--- src/rtl/trig_rom_arbiter_if.sv ---
// Requester-side and ROM-side signals of the shared sin/cos ROM arbiter.
interface trig_arb_if #(parameter int NREQ = 4);
  logic [NREQ-1:0]   req;
  logic [6*NREQ-1:0] angle_in;
  logic [8*NREQ-1:0] sin_out;
  logic [8*NREQ-1:0] cos_out;
  logic [NREQ-1:0]   done;
  logic [NREQ-1:0]   angle_err;
  logic              busy;
  logic              rom_rd;
  logic [5:0]        rom_addr;
  logic [7:0]        rom_sin;
  logic [7:0]        rom_cos;

  modport master (output req, angle_in, rom_sin, rom_cos,
                  input  sin_out, cos_out, done, angle_err, busy, rom_rd, rom_addr);
  modport slave  (input  req, angle_in, rom_sin, rom_cos,
                  output sin_out, cos_out, done, angle_err, busy, rom_rd, rom_addr);
endinterface

--- src/rtl/trig_rom_arbiter.sv ---
// Round-robin arbiter sharing one synchronous sin/cos ROM among NREQ angle consumers.
// Optional TRIG_ARB_CACHE_EN: a repeated angle on a slot completes from the stored result.

module trig_rom_slot (
  input  logic       Clk,
  input  logic       Reset,
  input  logic       wr,
  input  logic       pulse,
  input  logic       err_set,
  input  logic [7:0] rom_sin,
  input  logic [7:0] rom_cos,
  output logic [7:0] sin_q,
  output logic [7:0] cos_q,
  output logic       done,
  output logic       err
);
  always_ff @(posedge Clk or posedge Reset) begin
    if (Reset) begin
      sin_q <= '0;
      cos_q <= '0;
      done  <= 1'b0;
      err   <= 1'b0;
    end else begin
      done <= wr | pulse;
      if (wr) begin
        sin_q <= rom_sin;
        cos_q <= rom_cos;
      end
      if (err_set) err <= 1'b1;
    end
  end
endmodule

module trig_rom_arbiter #(
  parameter int NREQ        = 4,
  parameter int ROM_LAT     = 1,
  parameter int ANGLE_COUNT = 45
) (
  input logic       Clk,
  input logic       Reset,
  trig_arb_if.slave bus
);
  localparam int            IW        = (NREQ > 1) ? $clog2(NREQ) : 1;
  localparam logic [2:0]    WAIT_LAST = 3'(ROM_LAT - 2);
  localparam logic [IW-1:0] LAST_IDX  = IW'(NREQ - 1);

  typedef enum logic [1:0] {IDLE, ISSUE, WAIT, CAPTURE} state_t;
  state_t state, state_nx;

  logic [IW-1:0]        ptr, gnt, pick, idx;
  logic [5:0]           addr_q, pick_ang, pick_addr;
  logic [2:0]           wcnt;
  logic                 any_req, pick_oor, grant, hit, hit_c, cap, rom_rd;
  logic [NREQ-1:0][5:0] ang_v;
  logic [NREQ-1:0][7:0] sin_v, cos_v;
  logic [NREQ-1:0]      slot_done, slot_err;

  function automatic logic [IW-1:0] next_idx(input logic [IW-1:0] i);
    return (i == LAST_IDX) ? '0 : i + IW'(1);
  endfunction

  assign ang_v = bus.angle_in;

  // First requester at or after ptr, searching circularly.
  always_comb begin
    pick    = '0;
    idx     = '0;
    any_req = 1'b0;
    for (int k = 0; k < NREQ; k++) begin
      idx = IW'((int'(ptr) + k) % NREQ);
      if (!any_req && bus.req[idx]) begin
        any_req = 1'b1;
        pick    = idx;
      end
    end
  end

  assign pick_ang  = ang_v[pick];
  assign pick_oor  = int'(pick_ang) >= ANGLE_COUNT;
  assign pick_addr = pick_oor ? 6'd0 : pick_ang;

`ifdef TRIG_ARB_CACHE_EN
  logic [NREQ-1:0]      cvld;
  logic [NREQ-1:0][5:0] cang;
  assign hit_c = cvld[pick] && (cang[pick] == pick_addr);
  always_ff @(posedge Clk or posedge Reset) begin
    if (Reset) begin
      cvld <= '0;
      cang <= '0;
    end else if (cap) begin
      cvld[gnt] <= 1'b1;
      cang[gnt] <= addr_q;
    end
  end
`else
  assign hit_c = 1'b0;
`endif

  always_ff @(posedge Clk or posedge Reset) begin
    if (Reset) state <= IDLE;
    else       state <= state_nx;
  end

  always_comb begin
    state_nx = state;
    grant    = 1'b0;
    hit      = 1'b0;
    cap      = 1'b0;
    rom_rd   = 1'b0;
    case (state)
      IDLE: if (any_req) begin
        grant = 1'b1;
        // A cache hit completes in the grant cycle and never touches the ROM.
        if (hit_c) hit = 1'b1;
        else       state_nx = ISSUE;
      end
      ISSUE: begin
        rom_rd   = 1'b1;
        state_nx = (ROM_LAT == 1) ? CAPTURE : WAIT;
      end
      WAIT:    if (wcnt == WAIT_LAST) state_nx = CAPTURE;
      CAPTURE: begin
        cap      = 1'b1;
        state_nx = IDLE;
      end
      default: state_nx = IDLE;
    endcase
  end

  always_ff @(posedge Clk or posedge Reset) begin
    if (Reset) begin
      ptr    <= '0;
      gnt    <= '0;
      addr_q <= '0;
      wcnt   <= '0;
    end else begin
      if (grant) begin
        gnt    <= pick;
        addr_q <= pick_addr;
      end
      if (hit)      ptr <= next_idx(pick);
      else if (cap) ptr <= next_idx(gnt);
      wcnt <= (state == WAIT) ? wcnt + 3'd1 : 3'd0;
    end
  end

  for (genvar i = 0; i < NREQ; i++) begin : g_slot
    trig_rom_slot u_slot (
      .Clk     (Clk),
      .Reset   (Reset),
      .wr      (cap && gnt == IW'(i)),
      .pulse   (hit && pick == IW'(i)),
      .err_set (grant && pick_oor && pick == IW'(i)),
      .rom_sin (bus.rom_sin),
      .rom_cos (bus.rom_cos),
      .sin_q   (sin_v[i]),
      .cos_q   (cos_v[i]),
      .done    (slot_done[i]),
      .err     (slot_err[i])
    );
  end

  assign bus.sin_out   = sin_v;
  assign bus.cos_out   = cos_v;
  assign bus.done      = slot_done;
  assign bus.angle_err = slot_err;
  assign bus.busy      = (state != IDLE);
  assign bus.rom_rd    = rom_rd;
  assign bus.rom_addr  = addr_q;
endmodule

--- src/flat_wrapper.sv ---
// flat-port wrapper written by rule: the top's interface ports become plain ports
module trig_rom_arbiter_flat 
#(
  parameter int NREQ        = 4,
  parameter int ROM_LAT     = 1,
  parameter int ANGLE_COUNT = 45
)
  (Clk, Reset, bus_req, bus_angle_in, bus_rom_sin, bus_rom_cos, bus_sin_out, bus_cos_out, bus_done, bus_angle_err, bus_busy, bus_rom_rd, bus_rom_addr);
  trig_arb_if #(.NREQ(NREQ)) bus_i ();
  input logic Clk;
  input logic Reset;
  input wire logic [$bits(bus_i.req)-1:0] bus_req;
  input wire logic [$bits(bus_i.angle_in)-1:0] bus_angle_in;
  input wire logic [$bits(bus_i.rom_sin)-1:0] bus_rom_sin;
  input wire logic [$bits(bus_i.rom_cos)-1:0] bus_rom_cos;
  output wire logic [$bits(bus_i.sin_out)-1:0] bus_sin_out;
  output wire logic [$bits(bus_i.cos_out)-1:0] bus_cos_out;
  output wire logic [$bits(bus_i.done)-1:0] bus_done;
  output wire logic [$bits(bus_i.angle_err)-1:0] bus_angle_err;
  output wire logic [$bits(bus_i.busy)-1:0] bus_busy;
  output wire logic [$bits(bus_i.rom_rd)-1:0] bus_rom_rd;
  output wire logic [$bits(bus_i.rom_addr)-1:0] bus_rom_addr;
  assign bus_i.req = bus_req;
  assign bus_i.angle_in = bus_angle_in;
  assign bus_i.rom_sin = bus_rom_sin;
  assign bus_i.rom_cos = bus_rom_cos;
  assign bus_sin_out = bus_i.sin_out;
  assign bus_cos_out = bus_i.cos_out;
  assign bus_done = bus_i.done;
  assign bus_angle_err = bus_i.angle_err;
  assign bus_busy = bus_i.busy;
  assign bus_rom_rd = bus_i.rom_rd;
  assign bus_rom_addr = bus_i.rom_addr;
  trig_rom_arbiter #(.NREQ(NREQ), .ROM_LAT(ROM_LAT), .ANGLE_COUNT(ANGLE_COUNT)) u_core (.Clk(Clk), .Reset(Reset), .bus(bus_i));
endmodule
--- config.mk ---
export PLATFORM = sky130hd
export DESIGN_NAME = trig_rom_arbiter_flat
export DESIGN_NICKNAME = d
export VERILOG_FILES = /design/src/rtl/trig_rom_arbiter_if.sv /design/src/rtl/trig_rom_arbiter.sv /design/src/flat_wrapper.sv
export SDC_FILE = /design/constraint.sdc
export NUM_CORES = 1
export LEC_CHECK = 0
export CORE_MARGIN = 2
export CORE_UTILIZATION = 47
export CTS_CLUSTER_SIZE = 25
export DETAILED_ROUTE_END_ITERATION = 12
export GPL_ROUTABILITY_DRIVEN = 0
export GPL_TIMING_DRIVEN = 0
export PLACE_DENSITY = 0.81
export SLEW_MARGIN = 20
export SYNTH_ARGS = -nofsm -noshare
export SYNTH_HDL_FRONTEND = slang
export SYNTH_HIERARCHICAL = 1
export SYNTH_SLANG_ARGS = --single-unit
--- constraint.sdc ---
create_clock -name Clk -period 2.81 [get_ports Clk]
set_clock_uncertainty 0.1 [all_clocks]
set_input_delay 0.562 -clock Clk [delete_from_list [all_inputs] [get_ports Clk]]
set_output_delay 0.562 -clock Clk [all_outputs]
set_load 0.02 [all_outputs]
---- Yosys cells after proc, flatten, opt, wreduce, memory -nomap -nowiden ----
Cells that the tools add are included.
storage, ports and cells
  output and inout port bits .............. 80
  flip-flop bits (word level) ............. 87
  logic and storage cells ................. 92
operators by class
  equality and inequality tests ........... 12
  $lt $le $gt $ge ......................... 6
  reductions and logical operators ........ 20
  multiplexer cells ....................... 28
  $add $sub $neg .......................... 5
operator list
  operator                                                                count
  2-bit by 3-bit < comparator with 1-bit output (second input constant)   5
  2-bit 2-to-1 mux                                                        7
  6-bit binary-select mux with 2-bit select                               1
  2-bit equality test (second input constant)                             6
  1-bit logical AND                                                       12
  1-bit 2-to-1 mux                                                        12
  6-bit 2-to-1 mux                                                        2
  1-bit binary-select mux with 2-bit select                               4
  2-bit one-hot mux with 4 select lines                                   1
  2-bit by 1-bit equality test with 1-bit output (second input constant)  3
  6-bit greater-or-equal comparator (second input constant)               1
  2-bit zero test                                                         3
  2-bit by 1-bit adder with 2-bit output (second input constant)          2
  2-bit adder (second input constant)                                     2
  2-bit by 1-bit != test with 1-bit output (second input constant)        2
  3-bit by 1-bit adder with 3-bit output (second input constant)          1
  3-bit equality test (second input constant)                             1
  1-bit zero test                                                         3
  3-bit 2-to-1 mux                                                        1
  2-bit AND reduction                                                     1
  2-bit nonzero test                                                      1

---- Logic depth before layout (Yosys ltp) ----
  depth in word-level cells ............... 17
  mapped depth ............................ 10

---- Modules after synthesis ----
Netlist, hierarchy kept.
modules (own cells, without submodules)
  module            area an instance (um^2)  seq. area each (um^2)  instances  cells each
  trig_rom_slot     711.9                    450.4                  4          39
  trig_rom_arbiter  1157.4                   375.4                  1          119

---- Worst setup path after synthesis ----
No wires, ideal clock.
  path type ............................... in2reg
  start ................................... in bus_req[2]
  end ..................................... reg u_core.g_slot[0].u_slot.err
  stages on the path ...................... 10
  data required time ...................... 2.647 ns
  data arrival time ....................... 2.307 ns
  path slack .............................. 0.340 ns
  library setup time ...................... 0.063 ns
  cell sequence ........................... inv_1 > o22ai_2 > a211oi_4 > buf_6 > mux2i_1 > mux2_4 > or2_4 > o21a_4 > nor4_1 > or2_2
between the ends
  cells in the longest elaborated chain, start to end .. 17
RTL lines
  element                                    RTL line                 source
  from (decl)                                flat_wrapper.sv:12       input wire logic [$bits(bus_i.req)-1:0] bus_req;
  1-bit binary-select mux with 2-bit select  trig_rom_arbiter.sv:71   if (!any_req && bus.req[idx]) begin
  1-bit 2-to-1 mux (implied by the code)     trig_rom_arbiter.sv:71
  1-bit 2-to-1 mux                           trig_rom_arbiter.sv:71
  1-bit zero test                            trig_rom_arbiter.sv:71
  1-bit logical AND                          trig_rom_arbiter.sv:71
  1-bit 2-to-1 mux                           trig_rom_arbiter.sv:71
  1-bit zero test                            trig_rom_arbiter.sv:71
  1-bit logical AND                          trig_rom_arbiter.sv:71
  1-bit 2-to-1 mux                           trig_rom_arbiter.sv:71
  1-bit zero test                            trig_rom_arbiter.sv:71
  1-bit logical AND                          trig_rom_arbiter.sv:71
  2-bit 2-to-1 mux                           trig_rom_arbiter.sv:71
  6-bit binary-select mux with 2-bit select  trig_rom_arbiter.sv:78   assign pick_ang = ang_v[pick];
  6-bit 2-to-1 mux (implied by the code)     trig_rom_arbiter.sv:78
  6-bit greater-or-equal comparator          trig_rom_arbiter.sv:79   assign pick_oor = int'(pick_ang) >= ANGLE_COUNT;
  1-bit logical AND                          trig_rom_arbiter.sv:153  .err_set (grant && pick_oor && pick == IW'(i)),
  1-bit logical AND *                        trig_rom_arbiter.sv:153
  to (signal assigned)                       trig_rom_arbiter.sv:22   err <= 1'b0;
  to (signal assigned)                       trig_rom_arbiter.sv:29   if (err_set) err <= 1'b1;
  to (decl)                                  trig_rom_arbiter.sv:15   output logic err
Every way passes the cells marked *; elsewhere a longest branch is shown, timed or not. The select of a mux whose other input is x is not followed.
A chain may end at the register's enable or synchronous reset.

---- Worst setup path after layout ----
  start ................................... in bus_req[2]
  end ..................................... reg u_core.g_slot[3].u_slot.err
between the ends
  cells in the longest elaborated chain, start to end .. 17
RTL lines
  element                                    RTL line
  1-bit binary-select mux with 2-bit select  trig_rom_arbiter.sv:71
  1-bit 2-to-1 mux (implied by the code)     trig_rom_arbiter.sv:71
  1-bit 2-to-1 mux                           trig_rom_arbiter.sv:71
  1-bit zero test                            trig_rom_arbiter.sv:71
  1-bit logical AND                          trig_rom_arbiter.sv:71
  1-bit 2-to-1 mux                           trig_rom_arbiter.sv:71
  1-bit zero test                            trig_rom_arbiter.sv:71
  1-bit logical AND                          trig_rom_arbiter.sv:71
  1-bit 2-to-1 mux                           trig_rom_arbiter.sv:71
  1-bit zero test                            trig_rom_arbiter.sv:71
  1-bit logical AND                          trig_rom_arbiter.sv:71
  2-bit 2-to-1 mux                           trig_rom_arbiter.sv:71
  6-bit binary-select mux with 2-bit select  trig_rom_arbiter.sv:78
  6-bit 2-to-1 mux (implied by the code)     trig_rom_arbiter.sv:78
  6-bit greater-or-equal comparator          trig_rom_arbiter.sv:79
  1-bit logical AND                          trig_rom_arbiter.sv:153
  1-bit logical AND *                        trig_rom_arbiter.sv:153
  to (signal assigned)                       trig_rom_arbiter.sv:22
  to (signal assigned)                       trig_rom_arbiter.sv:29
  to (decl)                                  trig_rom_arbiter.sv:15
Marked as above.

==> run_summary.xml <==
<?xml version="1.0" encoding="UTF-8"?>
<metrics>
  <group name="run_status">
    <metric name="outcome" unit="">finished, final reports clean</metric>
  </group>
  <group name="global_route">
    <metric name="globalRouteOverflowTotal" unit="">0</metric>
    <metric name="globalRouteTotalUtil" unit="">0.200</metric>
    <metric name="grt_pass1_wl" unit="mm">13.8</metric>
    <metric name="grt_max_degree" unit="">19</metric>
    <metric name="first_global_vias" unit="">2713</metric>
    <metric name="initial_antenna_violation_count" unit="">0</metric>
  </group>
  <group name="logic_synthesis">
    <metric name="synth_seq_area_share" unit="">0.544</metric>
    <metric name="synth_top_area_share" unit="">0.544</metric>
    <metric name="synth.lib_cells_used.distinct" unit="">38</metric>
    <metric name="post_synth_main_area_contributors" unit="">sky130_fd_sc_hd__dfrtp_1, sky130_fd_sc_hd__mux2_4, sky130_fd_sc_hd__mux2_2, sky130_fd_sc_hd__ha_1, sky130_fd_sc_hd__mux2i_1</metric>
    <metric name="netlist_area" unit="um2">4010</metric>
    <metric name="post_synth_inst_count" unit="">275</metric>
    <metric name="ys_seq_elements" unit="">87</metric>
    <metric name="top_cell_type_by_total_area_after_synthesis" unit="">sky130_fd_sc_hd__dfrtp_1</metric>
    <metric name="synthesis.area_per_instance" unit="um2">14.6</metric>
    <metric name="synth-warning-count" unit="">6</metric>
  </group>
  <group name="placed_design">
    <metric name="port_buffers" unit="">125</metric>
    <metric name="placedCellCount" unit="">508</metric>
    <metric name="detailed_place_hpwl" unit="mm">6.71</metric>
  </group>
  <group name="pwr">
    <metric name="power_share_of_the_sequential_group" unit="">0.333</metric>
    <metric name="ir_drop" unit="mV">0.503</metric>
    <metric name="pwr-share-clk" unit="">0.111</metric>
    <metric name="combinationalPowerShare" unit="">0.556</metric>
    <metric name="cell_internal_pwr" unit="W">0.00426</metric>
    <metric name="switching_power" unit="W">0.00245</metric>
    <metric name="power.static_leakage" unit="nW">2.51</metric>
    <metric name="sw_frac_of_total" unit="">0.365</metric>
    <metric name="power_density" unit="nW/um2">1190</metric>
  </group>
  <group name="hold_path">
    <metric name="hold_path_end" unit="">u_core/wcnt[0]$_DFF_PP0_</metric>
    <metric name="worst_hold_path_type" unit="">reg2reg</metric>
    <metric name="hold_path_depth" unit="">1</metric>
    <metric name="hold_path_startpoint" unit="">u_core/wcnt[0]$_DFF_PP0_</metric>
  </group>
  <group name="sta">
    <metric name="worst_margin_slew" unit="ns">0.857</metric>
    <metric name="timing.final.hold_violations" unit="">0</metric>
    <metric name="slew_violations" unit="">0</metric>
    <metric name="rsz_0062_raised_after_global_routing" unit="">no</metric>
    <metric name="relSlewSlack" unit="">0.428</metric>
    <metric name="post-route-min-period" unit="ns">2.67</metric>
    <metric name="timing.final.crit_share" unit="">0.949</metric>
    <metric name="count_of_endpoints_failing_setup_in_the_final_report" unit="">0</metric>
    <metric name="achievable-frequency" unit="MHz">375</metric>
    <metric name="finalHoldWorstSlack" unit="ns">0.332</metric>
  </group>
  <group name="critical_path">
    <metric name="crit_path_cell_trace" unit="">clkdlybuf4s50_1 &gt; inv_1 &gt; a21oi_1 &gt; o22a_2 &gt; buf_6 &gt; mux2_2 &gt; or2_4 &gt; o21a_4 &gt; nor4_1 &gt; or2_2</metric>
    <metric name="timing_worst_setup_path_type" unit="">in2reg</metric>
    <metric name="end_kind" unit="">register</metric>
    <metric name="worstPathRequired" unit="ns">3.00</metric>
    <metric name="crit_fanout" unit="">10</metric>
    <metric name="reg2reg_from" unit="">u_core/ptr[1]$_DFFE_PP0P_</metric>
    <metric name="timing.reg2reg.worst_path_depth" unit="">9</metric>
    <metric name="reg2reg_to" unit="">u_core/g_slot[3].u_slot/err$_DFFE_PP0P_</metric>
    <metric name="r2r_slack" unit="ns">0.29</metric>
    <metric name="timing.critical_path.slowest_stage_cell" unit="">sky130_fd_sc_hd__clkdlybuf4s50_1</metric>
    <metric name="slowest_stage_delay_on_critical_path" unit="ns">0.51</metric>
    <metric name="worst_setup_path_start_kind" unit="">primary input</metric>
    <metric name="crit_arrival" unit="ns">2.85</metric>
  </group>
  <group name="floorplanning">
    <metric name="die-height" unit="um">96.3</metric>
    <metric name="fp-row-count" unit="">33</metric>
    <metric name="core_area" unit="um2">8260</metric>
    <metric name="die_w" unit="um">96.3</metric>
    <metric name="io_pins" unit="">126</metric>
    <metric name="initial_core_utilization" unit="">0.485</metric>
    <metric name="design.die.area" unit="um2">9280</metric>
  </group>
  <group name="clocking">
    <metric name="clk_latency" unit="ns">0.34</metric>
    <metric name="cts_inserted_buffers" unit="">9</metric>
    <metric name="clkSlewWorstSetupHoldPaths" unit="ns">0.08</metric>
    <metric name="cts_sinks" unit="">87</metric>
    <metric name="cts_tree" unit="">done</metric>
    <metric name="cts_max_level" unit="">3</metric>
    <metric name="cts_root_buffer" unit="">sky130_fd_sc_hd__clkbuf_8</metric>
    <metric name="clock_path_buffers" unit="">2</metric>
  </group>
  <group name="finish">
    <metric name="count_of_nets_after_finishing" unit="">473</metric>
    <metric name="flow.area_growth_from_synthesis" unit="%">40.3</metric>
    <metric name="register_area" unit="um2">2180</metric>
    <metric name="fin_cells" unit="">525</metric>
    <metric name="insertedDiodeCount" unit="">0</metric>
    <metric name="drive_above_1_share" unit="">0.274</metric>
    <metric name="multiInputGateArea" unit="um2">1670</metric>
    <metric name="mostFrequentLayoutCell" unit="">sky130_fd_sc_hd__clkdlybuf4s50_1</metric>
    <metric name="final.fill_count" unit="">598</metric>
    <metric name="layout_common_cells" unit="">sky130_fd_sc_hd__clkdlybuf4s50_1, sky130_fd_sc_hd__dfrtp_1, sky130_fd_sc_hd__mux2_4</metric>
  </group>
  <group name="drt">
    <metric name="drt-pass1-iter-count" unit="">4</metric>
    <metric name="detail_route.iter0.violations" unit="">73</metric>
    <metric name="drt-wirelength-per-cell" unit="um">16.9</metric>
    <metric name="final_antenna_net_count" unit="">0</metric>
    <metric name="avgViaCountPerCell" unit="">5.01</metric>
    <metric name="vias" unit="">2632</metric>
    <metric name="detail_route.drc_violations" unit="">0</metric>
    <metric name="wirelength" unit="mm">8.85</metric>
  </group>
  <group name="run">
    <metric name="max_cap_viol_count" unit="">0</metric>
  </group>
</metrics>
[area by class of cell]
type,count,share of cell area
sequential,87,0.387
timing repair buffer,127,0.227
buffer,11,0.0269
clock buffer,11,0.0252
clock inverter,4,0.00401
inverter,14,0.00935
multi-input combinational,166,0.297
tap,105,0.0234
[stage by stage]
stage	util	power [W]	TNS, ns	instance area [um2]	setup WS, ns
3_5_place_dp	0.655	0.00598	-3.19	5410	-0.498
2_1_floorplan	-	0.00443	0	4020	0.340
3_3_place_gp	0.654	0.00587	-2.66	5400	-0.376
5_1_grt	0.680	0.00711	0	5620	0.00311
4_1_cts	0.675	0.00676	0	5580	0.00637
6_report	0.680	0.00671	0	5620	0.144
[layer usage]
| metal | global-route usage | vias to the layer above | wire length, um |
|---|---|---|---|
| li1 | - | 1229 | - |
| met1 | 0.252 | 1307 | 3750 |
| met2 | 0.349 | 87 | 4470 |
| met3 | 0.0352 | 9 | 520 |
| met4 | 0.0669 | 0 | 101 |
| met5 | 0 | - | 0 |
[flip-flops by register name, indices dropped and copies added, names as in the netlist]
| name | cells |
|---|---|
| u_core/bus.rom_addr | 6 |
| u_core/g_slot.u_slot/cos_q | 32 |
| u_core/g_slot.u_slot/done | 4 |
| u_core/g_slot.u_slot/err | 4 |
| u_core/g_slot.u_slot/sin_q | 32 |
| u_core/gnt | 2 |
| u_core/ptr | 2 |
| u_core/state | 2 |
| u_core/wcnt | 3 |
[synth_stat cells]
master and number:
sky130_fd_sc_hd__a211oi_4 1, sky130_fd_sc_hd__a21o_1 1, sky130_fd_sc_hd__a21oi_1 4, sky130_fd_sc_hd__a21oi_2 1, sky130_fd_sc_hd__a221o_2 1, sky130_fd_sc_hd__a22o_1 1, sky130_fd_sc_hd__a41oi_1 1, sky130_fd_sc_hd__and2_1 6
sky130_fd_sc_hd__and2_2 1, sky130_fd_sc_hd__buf_12 4, sky130_fd_sc_hd__buf_6 6, sky130_fd_sc_hd__clkbuf_1 1, sky130_fd_sc_hd__conb_1 1, sky130_fd_sc_hd__dfrtp_1 87, sky130_fd_sc_hd__ha_1 11, sky130_fd_sc_hd__inv_1 14
sky130_fd_sc_hd__mux2_2 33, sky130_fd_sc_hd__mux2_4 37, sky130_fd_sc_hd__mux2i_1 11, sky130_fd_sc_hd__nand2_1 14, sky130_fd_sc_hd__nand2b_1 2, sky130_fd_sc_hd__nand3_1 1, sky130_fd_sc_hd__nor2_1 4, sky130_fd_sc_hd__nor2b_1 2
sky130_fd_sc_hd__nor3_1 2, sky130_fd_sc_hd__nor4_1 4, sky130_fd_sc_hd__o21a_4 1, sky130_fd_sc_hd__o21ai_0 3, sky130_fd_sc_hd__o21ai_2 1, sky130_fd_sc_hd__o22a_2 1, sky130_fd_sc_hd__o22ai_1 1, sky130_fd_sc_hd__o22ai_2 1
sky130_fd_sc_hd__o31ai_1 2, sky130_fd_sc_hd__o41ai_1 3, sky130_fd_sc_hd__or2_1 4, sky130_fd_sc_hd__or2_2 5, sky130_fd_sc_hd__or2_4 1, sky130_fd_sc_hd__or2b_2 1
[power by group through the flow]
stage	registers [W]	logic, W	clock network, W
after floorplan	0.00286	0.00157	0
after global placement	0.00223	0.00364	0
after detailed placement	0.00226	0.00372	0
after CTS	0.00224	0.00374	0.000776
after global routing	0.00231	0.00397	0.000825
final	0.00223	0.00373	0.000748
[what timing repair did]
action | 4_1_cts | 5_1_grt
pin swaps | 1 | 2
resized for setup | 0 | 7
endpoints found under the setup margin | 4 | 9
hold buffers | 0 | 0
setup buffers | 1 | 1
gates cloned | 0 | 0
[how the worst max path moves through the flow]
stage | start | endpoint | slack [ns] | cells past startpoint
final | bus_req[2] | u_core/g_slot[3].u_slot/err$_DFFE_PP0P_ | 0.14 | 10
after global routing | bus_req[2] | u_core/g_slot[3].u_slot/err$_DFFE_PP0P_ | 0.003 | 10
after CTS | bus_req[0] | u_core/g_slot[0].u_slot/err$_DFFE_PP0P_ | 0.006 | 10
after detailed placement | bus_req[1] | u_core/g_slot[0].u_slot/err$_DFFE_PP0P_ | -0.50 | 11
after global placement | bus_req[1] | u_core/g_slot[0].u_slot/err$_DFFE_PP0P_ | -0.38 | 11
after floorplan | bus_req[2] | u_core/g_slot[0].u_slot/err$_DFFE_PP0P_ | 0.34 | 10
[logic make-up (layout without fill, tap and decap cells)]
logic type,Yosys count,in the layout,synth area share
flip-flops,87,87,0.544
buffers and inverters,25,167,0.0509
adder cells (fa/ha/maj),11,11,0.0344
AO/OA/AOI/OAI,23,23,0.0484
AND/OR/NAND/NOR,47,47,0.0628
other,1,4,0.000936
multiplexers,81,81,0.259
[critical path: cells and delay by family]
kind | cells | cell delay [ns]
buffers and inverters | 3 | 0.76
multiplexers | 1 | 0.37
AO/OA/AOI/OAI | 3 | 0.54
AND/OR/NAND/NOR | 3 | 0.61
No activity file was read; power rests on OpenSTA's default activity.
